==> src/rtl/itof_pipe_if.sv <==
// Handshake bundle for itof_pipe: operand side (in_valid/in_ready/a) and result side (out_valid/out_ready/c).
// The inexact flag only exists when ITOF_FLAGS_EN is defined.
interface itof_pipe_if;
  logic        in_valid;
  logic        in_ready;
  logic [31:0] a;
  logic        out_valid;
  logic        out_ready;
  logic [31:0] c;
`ifdef ITOF_FLAGS_EN
  logic        inexact;

  modport master (
    output in_valid, a, out_ready,
    input  in_ready, out_valid, c, inexact
  );
  modport slave (
    input  in_valid, a, out_ready,
    output in_ready, out_valid, c, inexact
  );
`else
  modport master (
    output in_valid, a, out_ready,
    input  in_ready, out_valid, c
  );
  modport slave (
    input  in_valid, a, out_ready,
    output in_ready, out_valid, c
  );
`endif
endinterface

==> src/rtl/itof_pipe.sv <==
// Two-stage signed int32 -> binary32 converter, round-to-nearest ties-away-from-zero.
// Optional feature macro ITOF_FLAGS_EN adds the registered inexact flag.
module itof_pipe (
  input  logic        clk,
  input  logic        rstn,
  itof_pipe_if.slave  bus
);

  // Leading-zero count; 32 for an all-zero operand.
  function automatic logic [5:0] lzc32(input logic [31:0] v);
    logic       found;
    logic [5:0] cnt;
    found = 1'b0;
    cnt   = 6'd32;
    for (int i = 31; i >= 0; i--) begin
      if (!found && v[i]) begin
        cnt   = 6'(31 - i);
        found = 1'b1;
      end else begin
        cnt   = cnt;
      end
    end
    return cnt;
  endfunction

  logic        s1_valid_q, s1_valid_d;
  logic        s1_sign_q,  s1_sign_d;
  logic [31:0] s1_mag_q,   s1_mag_d;
  logic [5:0]  s1_lz_q,    s1_lz_d;
  logic        s1_zero_q,  s1_zero_d;
  logic        s2_valid_q, s2_valid_d;
  logic [31:0] c_q,        c_d;
`ifdef ITOF_FLAGS_EN
  logic        inexact_q,  inexact_d;
  logic        sticky_s;
`endif

  logic        s2_free_s;
  logic        in_ready_s;
  logic        s1_load_s;
  logic        s2_load_s;
  logic [31:0] a_mag_s;
  logic [23:0] norm_hi_s;
  logic [23:0] m_sum_s;
  logic [7:0]  exp_s;
  logic [31:0] result_s;

  assign s2_free_s  = ~s2_valid_q | bus.out_ready;
  assign in_ready_s = ~s1_valid_q | s2_free_s;
  assign s1_load_s  = bus.in_valid & in_ready_s;
  assign s2_load_s  = s1_valid_q & s2_free_s;

  // Magnitude is computed modulo 2^32, so 0x80000000 maps to 2^31.
  assign a_mag_s = bus.a[31] ? (32'd0 - bus.a) : bus.a;

  // norm_hi_s holds bits [30:7] of the normalized magnitude: 23 mantissa bits plus the round bit.
  assign norm_hi_s = 24'((s1_mag_q << s1_lz_q) >> 7);
  assign m_sum_s   = {1'b0, norm_hi_s[23:1]} + {23'd0, norm_hi_s[0]};
  assign exp_s     = 8'd158 - {2'b00, s1_lz_q};
`ifdef ITOF_FLAGS_EN
  assign sticky_s  = |(7'(s1_mag_q << s1_lz_q));
`endif

  // Stage-2 result assembly: zero, rounding carry into the exponent, or plain rounded value.
  always_comb begin
    result_s = 32'd0;
    if (s1_zero_q) begin
      result_s = 32'd0;
    end else if (m_sum_s[23]) begin
      result_s = {s1_sign_q, exp_s + 8'd1, 23'd0};
    end else begin
      result_s = {s1_sign_q, exp_s, m_sum_s[22:0]};
    end
  end

  // Next-state for both stages: each stage loads when its downstream has room, otherwise holds.
  always_comb begin
    s1_valid_d = s1_valid_q;
    s1_sign_d  = s1_sign_q;
    s1_mag_d   = s1_mag_q;
    s1_lz_d    = s1_lz_q;
    s1_zero_d  = s1_zero_q;
    s2_valid_d = s2_valid_q;
    c_d        = c_q;
`ifdef ITOF_FLAGS_EN
    inexact_d  = inexact_q;
`endif
    if (in_ready_s) begin
      s1_valid_d = bus.in_valid;
    end else begin
      s1_valid_d = s1_valid_q;
    end
    if (s1_load_s) begin
      s1_sign_d = bus.a[31];
      s1_mag_d  = a_mag_s;
      s1_lz_d   = lzc32(a_mag_s);
      s1_zero_d = (a_mag_s == 32'd0);
    end else begin
      s1_sign_d = s1_sign_q;
    end
    if (s2_free_s) begin
      s2_valid_d = s1_valid_q;
    end else begin
      s2_valid_d = s2_valid_q;
    end
    if (s2_load_s) begin
      c_d = result_s;
`ifdef ITOF_FLAGS_EN
      inexact_d = ~s1_zero_q & (norm_hi_s[0] | sticky_s);
`endif
    end else begin
      c_d = c_q;
    end
  end

  // Pipeline registers; reset discards anything in flight.
  always_ff @(posedge clk or negedge rstn) begin
    if (!rstn) begin
      s1_valid_q <= 1'b0;
      s1_sign_q  <= 1'b0;
      s1_mag_q   <= 32'd0;
      s1_lz_q    <= 6'd0;
      s1_zero_q  <= 1'b0;
      s2_valid_q <= 1'b0;
      c_q        <= 32'd0;
`ifdef ITOF_FLAGS_EN
      inexact_q  <= 1'b0;
`endif
    end else begin
      s1_valid_q <= s1_valid_d;
      s1_sign_q  <= s1_sign_d;
      s1_mag_q   <= s1_mag_d;
      s1_lz_q    <= s1_lz_d;
      s1_zero_q  <= s1_zero_d;
      s2_valid_q <= s2_valid_d;
      c_q        <= c_d;
`ifdef ITOF_FLAGS_EN
      inexact_q  <= inexact_d;
`endif
    end
  end

  assign bus.in_ready  = in_ready_s;
  assign bus.out_valid = s2_valid_q;
  assign bus.c         = c_q;
`ifdef ITOF_FLAGS_EN
  assign bus.inexact   = inexact_q;
`endif

endmodule

==> src/flat_wrapper.sv <==
// flat-port wrapper written by rule: the top's interface ports become plain ports
module itof_pipe_flat 
  (clk, rstn, bus_in_valid, bus_a, bus_out_ready, bus_in_ready, bus_out_valid, bus_c);
  itof_pipe_if bus_i ();
  input  logic clk;
  input  logic rstn;
  input wire logic [$bits(bus_i.in_valid)-1:0] bus_in_valid;
  input wire logic [$bits(bus_i.a)-1:0] bus_a;
  input wire logic [$bits(bus_i.out_ready)-1:0] bus_out_ready;
  output wire logic [$bits(bus_i.in_ready)-1:0] bus_in_ready;
  output wire logic [$bits(bus_i.out_valid)-1:0] bus_out_valid;
  output wire logic [$bits(bus_i.c)-1:0] bus_c;
  assign bus_i.in_valid = bus_in_valid;
  assign bus_i.a = bus_a;
  assign bus_i.out_ready = bus_out_ready;
  assign bus_in_ready = bus_i.in_ready;
  assign bus_out_valid = bus_i.out_valid;
  assign bus_c = bus_i.c;
  itof_pipe u_core (.clk(clk), .rstn(rstn), .bus(bus_i));
endmodule
==> config.mk <==
export PLATFORM = sky130hd
export DESIGN_NAME = itof_pipe_flat
export DESIGN_NICKNAME = d
export VERILOG_FILES = /design/src/rtl/itof_pipe_if.sv /design/src/rtl/itof_pipe.sv /design/src/flat_wrapper.sv
export SDC_FILE = /design/constraint.sdc
export NUM_CORES = 1
export LEC_CHECK = 0
export ABC_AREA = 1
export CORE_UTILIZATION = 58
export DETAILED_ROUTE_END_ITERATION = 16
export GPL_ROUTABILITY_DRIVEN = 0
export PLACE_DENSITY = 0.81
export SYNTH_ARGS = -nofsm -noshare
export SYNTH_HDL_FRONTEND = slang
export SYNTH_SLANG_ARGS = --single-unit
export TNS_END_PERCENT = 10
==> constraint.sdc <==
create_clock -name clk -period 3.1 [get_ports clk]
set_input_delay 0.62 -clock clk [delete_from_list [all_inputs] [get_ports clk]]
set_output_delay 0.62 -clock clk [all_outputs]
set_load 0.005 [all_outputs]
==> impl_metrics.sql <==
INSERT INTO impl_metrics (metric_group, metric, value, unit) VALUES
('power', 'power_report.internal_total', '0.00315', 'W'),
('synthesis', 'synth_area_leader_cell', 'sky130_fd_sc_hd__dfrtp_1', ''),
('synthesis', 'synth_compound_area_frac', '0.187', ''),
('route', 'drt_first_pass_iters', '5', ''),
('critical_path', 'path_max_fanout', '14', ''),
('synthesis', 'area_share_of_the_largest_cell_type_after_synthesis', '0.278', ''),
('floorplan', 'core', '10900', 'um2'),
('floorplan', 'die-area', '11800', 'um2'),
('place', 'port-buffer-count', '69', ''),
('status', 'run_status', 'finished, final reports clean', ''),
('sta', 'final-setup-viol-count', '0', ''),
('synthesis', 'synth-edff-count', '0', ''),
('floorplan', 'initial_utilization', '0.600', ''),
('floorplan', 'floorplan.die.height', '108', 'um'),
('sta', 'relSlewSlack', '0.231', ''),
('global_route', 'groute.usage.overall', '0.343', ''),
('hold_path', 'hold_path.class', 'in2async', ''),
('clock_tree', 'cts_max_path_bufs', '2', ''),
('clock_tree', 'cts_hold_buf', '0', ''),
('route', 'vias_per_cell', '5.66', ''),
('synthesis', 'post_synth_main_area_contributors', 'sky130_fd_sc_hd__dfrtp_1, sky130_fd_sc_hd__nand2_1, sky130_fd_sc_hd__o21ai_0, sky130_fd_sc_hd__nor2_1, sky130_fd_sc_hd__inv_1', ''),
('cells_and_area', 'antenna_cells_inserted', '0', ''),
('power', 'net-switching-power', '0.00210', 'W'),
('cells_and_area', 'num-nets-final', '1290', ''),
('synthesis', 'synth_xor_area_frac', '0.0507', ''),
('synthesis', 'synthDistinctLibCells', '51', ''),
('critical_path', 'worst_reg2reg_setup_slack', '0.003', 'ns'),
('synthesis', 'synth_top_flop_cell', 'sky130_fd_sc_hd__dfrtp_1', ''),
('synthesis', 'postSynth.asyncResetShare', '1.00', ''),
('sta', 'worst_slew_pin_slew', '1.15', 'ns'),
('global_route', 'pin_count_of_the_biggest_net_entering_global_routing', '40', ''),
('sta', 'unrepaired_setup_endpoints_after_global_routing', 'true', ''),
('clock_tree', 'cts_buffers', '9', ''),
('synthesis', 'yosysWarnings', '0', ''),
('synthesis', 'synthMuxAreaShare', '0.00305', ''),
('critical_path', 'element_type_at_the_critical_path_end', 'flop', ''),
('run', 'max_cap_viol_count', '0', ''),
('global_route', 'grt_antenna_before_repair', '0', ''),
('place', 'place_hpwl', '14300', 'um'),
('synthesis', 'synthesis.area_per_instance', '6.34', 'um2'),
('cells_and_area', 'post_layout_nonfiller_instances', '1395', ''),
('route', 'via_count', '7892', ''),
('global_route', 'grt-ovfl-total', '0', ''),
('sta', 'final.hold.worst_slack', '0.371', 'ns'),
('cells_and_area', 'fraction_of_layout_cells_with_a_size_suffix_above_1', '0.265', ''),
('synthesis', 'yosysSeqAreaShare', '0.278', ''),
('power', 'total_leakage_power', '4.52', 'nW'),
('sta', 'timing.final.max_slew_violations', '0', ''),
('floorplan', 'floorplan.die.width', '108', 'um'),
('route', 'routed_wire_length_per_instance', '15.2', 'um'),
('cells_and_area', 'synthToLayoutAreaGrowth', '41.4', '%'),
('critical_path', 'setup.worst_path.class', 'reg2reg', ''),
('synthesis', 'synth_most_common_cell', 'sky130_fd_sc_hd__nand2_1', ''),
('power', 'power.share.sequential', '0.258', ''),
('synthesis', 'syn-num-nets', '1076', ''),
('critical_path', 'r2r_start', 'u_core.s1_lz_q[0]', ''),
('sta', 'finalWorstPathRequiredPeriod', '3.10', 'ns'),
('critical_path', 'rr_worst_depth', '14', ''),
('clock_tree', 'tritoncts', 'yes', ''),
('critical_path', 'reg2reg_to', 'u_core.bus.c[16]', ''),
('critical_path', 'timing.critical_path.arrival', '3.32', 'ns'),
('sta', 'post-route-period-util', '0.999', ''),
('synthesis', 'synthTopCellsByCount', 'sky130_fd_sc_hd__nand2_1, sky130_fd_sc_hd__nor2_1, sky130_fd_sc_hd__o21ai_0', ''),
('cells_and_area', 'final_core_utilization', '0.849', ''),
('synthesis', 'synth-simple-area-share', '0.379', ''),
('synthesis', 'postSynthRegisterBits', '73', ''),
('route', 'drcViolationCount', '0', ''),
('sta', 'finClkSkew', '0.00647', 'ns'),
('route', 'antenna_nets_post_route', '0', ''),
('global_route', 'first_global_vias', '7087', ''),
('sta', 'fmax', '323', 'MHz');
==> registers in the layout, summed over array words and instances (netlist names) <==
| name | cells |
|---|---|
| u_core.s1_mag_q | 31 |
| u_core.bus.c | 32 |
| u_core.s1_sign_q | 1 |
| u_core.s1_valid_q | 1 |
| u_core.s1_zero_q | 1 |
| u_core.bus.out_valid | 1 |
| u_core.s1_lz_q | 6 |
==> through the flow <==
step | cell area [um2] | total power, W
final | 9280 | 0.00525
after global routing | 9280 | 0.00558
after CTS | 8680 | 0.00490
after detailed placement | 8350 | 0.00376
after global placement | 8350 | 0.00369
after floorplan | 6570 | 0.00275
==> worst max path at each step <==
stage	startpoint	to	slack, ns
floorplan	bus_a[0]	u_core.s1_lz_q[4]	0.25
global placement	bus_a[0]	u_core.s1_lz_q[2]	-0.29
detailed placement	bus_a[1]	u_core.s1_lz_q[2]	-0.39
CTS	bus_a[1]	u_core.s1_lz_q[2]	0.01
global route	u_core.s1_lz_q[0]	u_core.bus.c[17]	-0.26
finish	u_core.s1_lz_q[0]	u_core.bus.c[16]	0.003
==> layout make-up <==
| cell class | count | area, um2 |
|---|---|---|
| clock buffer | 11 | 243 |
| clock inverter | 5 | 78.8 |
| fill | 661 | 1650 |
| inverter | 100 | 385 |
| multi-input combinational | 824 | 4470 |
| sequential | 73 | 1830 |
| tap | 140 | 175 |
| timing repair buffer | 242 | 2110 |
==> power groups by stage <==
stage	Combinational [W]	Clock, W	Sequential, W
5_1_grt	0.00304	0.00116	0.00138
3_5_place_dp	0.00240	0	0.00136
2_1_floorplan	0.00140	0	0.00135
4_1_cts	0.00244	0.00112	0.00135
6_report	0.00278	0.00112	0.00136
3_3_place_gp	0.00235	0	0.00134
==> layer usage <==
layer / global-route usage / wire length [um] / part of all wire
met1: 0.397 / 8350 / 0.39
met3: 0.0729 / 1230 / 0.058
met5: 0 / 0 / 0
met2: 0.594 / 10700 / 0.50
met4: 0.176 / 964 / 0.045
==> critical path, cell delays in order (launching register included) <==
cell and delay [ns]:
sky130_fd_sc_hd__dfrtp_2 0.47, sky130_fd_sc_hd__buf_6 0.17, sky130_fd_sc_hd__clkbuf_16 0.17, sky130_fd_sc_hd__o211ai_1 0.21, sky130_fd_sc_hd__o211ai_1 0.14, sky130_fd_sc_hd__o21a_1 0.15
sky130_fd_sc_hd__nand2_1 0.06, sky130_fd_sc_hd__o211ai_1 0.28, sky130_fd_sc_hd__buf_4 0.28, sky130_fd_sc_hd__nor2_2 0.14, sky130_fd_sc_hd__nand2_1 0.11, sky130_fd_sc_hd__nor3_1 0.29
sky130_fd_sc_hd__nand3_1 0.15, sky130_fd_sc_hd__xor2_1 0.24, sky130_fd_sc_hd__o21ai_2 0.10
==> placed cells by master (no fill, tap or decap), drive strengths merged, types with 2 or more instances in the layout <==
| cell type | synthesis | layout |
|---|---|---|
| nand3b | 7 | 7 |
| inv | 100 | 100 |
| xnor2 | 10 | 10 |
| o31ai | 2 | 2 |
| xor2 | 28 | 28 |
| nand4 | 20 | 20 |
| or2 | 4 | 4 |
| bufinv | 0 | 2 |
| buf | 27 | 173 |
| a31oi | 7 | 7 |
| clkbuf | 13 | 12 |
| nand3 | 58 | 58 |
| nor3 | 11 | 11 |
| mux2i | 2 | 2 |
| nor2 | 127 | 127 |
| dfrtp | 73 | 73 |
| nand2 | 338 | 339 |
| clkinv | 0 | 3 |
| clkdlybuf4s50 | 0 | 51 |
| dlymetal6s2s | 0 | 17 |
| a21oi | 13 | 13 |
| o22ai | 6 | 6 |
| o211ai | 17 | 17 |
| ha | 4 | 4 |
| o21ai | 156 | 156 |
| nor4 | 3 | 3 |
==> timing repair <==
item | CTS | global route
setup buffers | 1 | 20
pin swaps | 2 | 43
setup endpoints to repair | 5 | 35
gates cloned | 0 | 3
resized for setup | 0 | 135
==> logic make-up (layout without fill, tap and decap cells) <==
logic type | count (synthesis) | after routing
simple gates | 570 | 571
fa+ha+maj | 4 | 4
mux | 2 | 2
buf+inv | 140 | 358
flops | 73 | 73
xor+xnor | 38 | 38
compound gates | 209 | 209
Power figures use the tool's default switching activity.
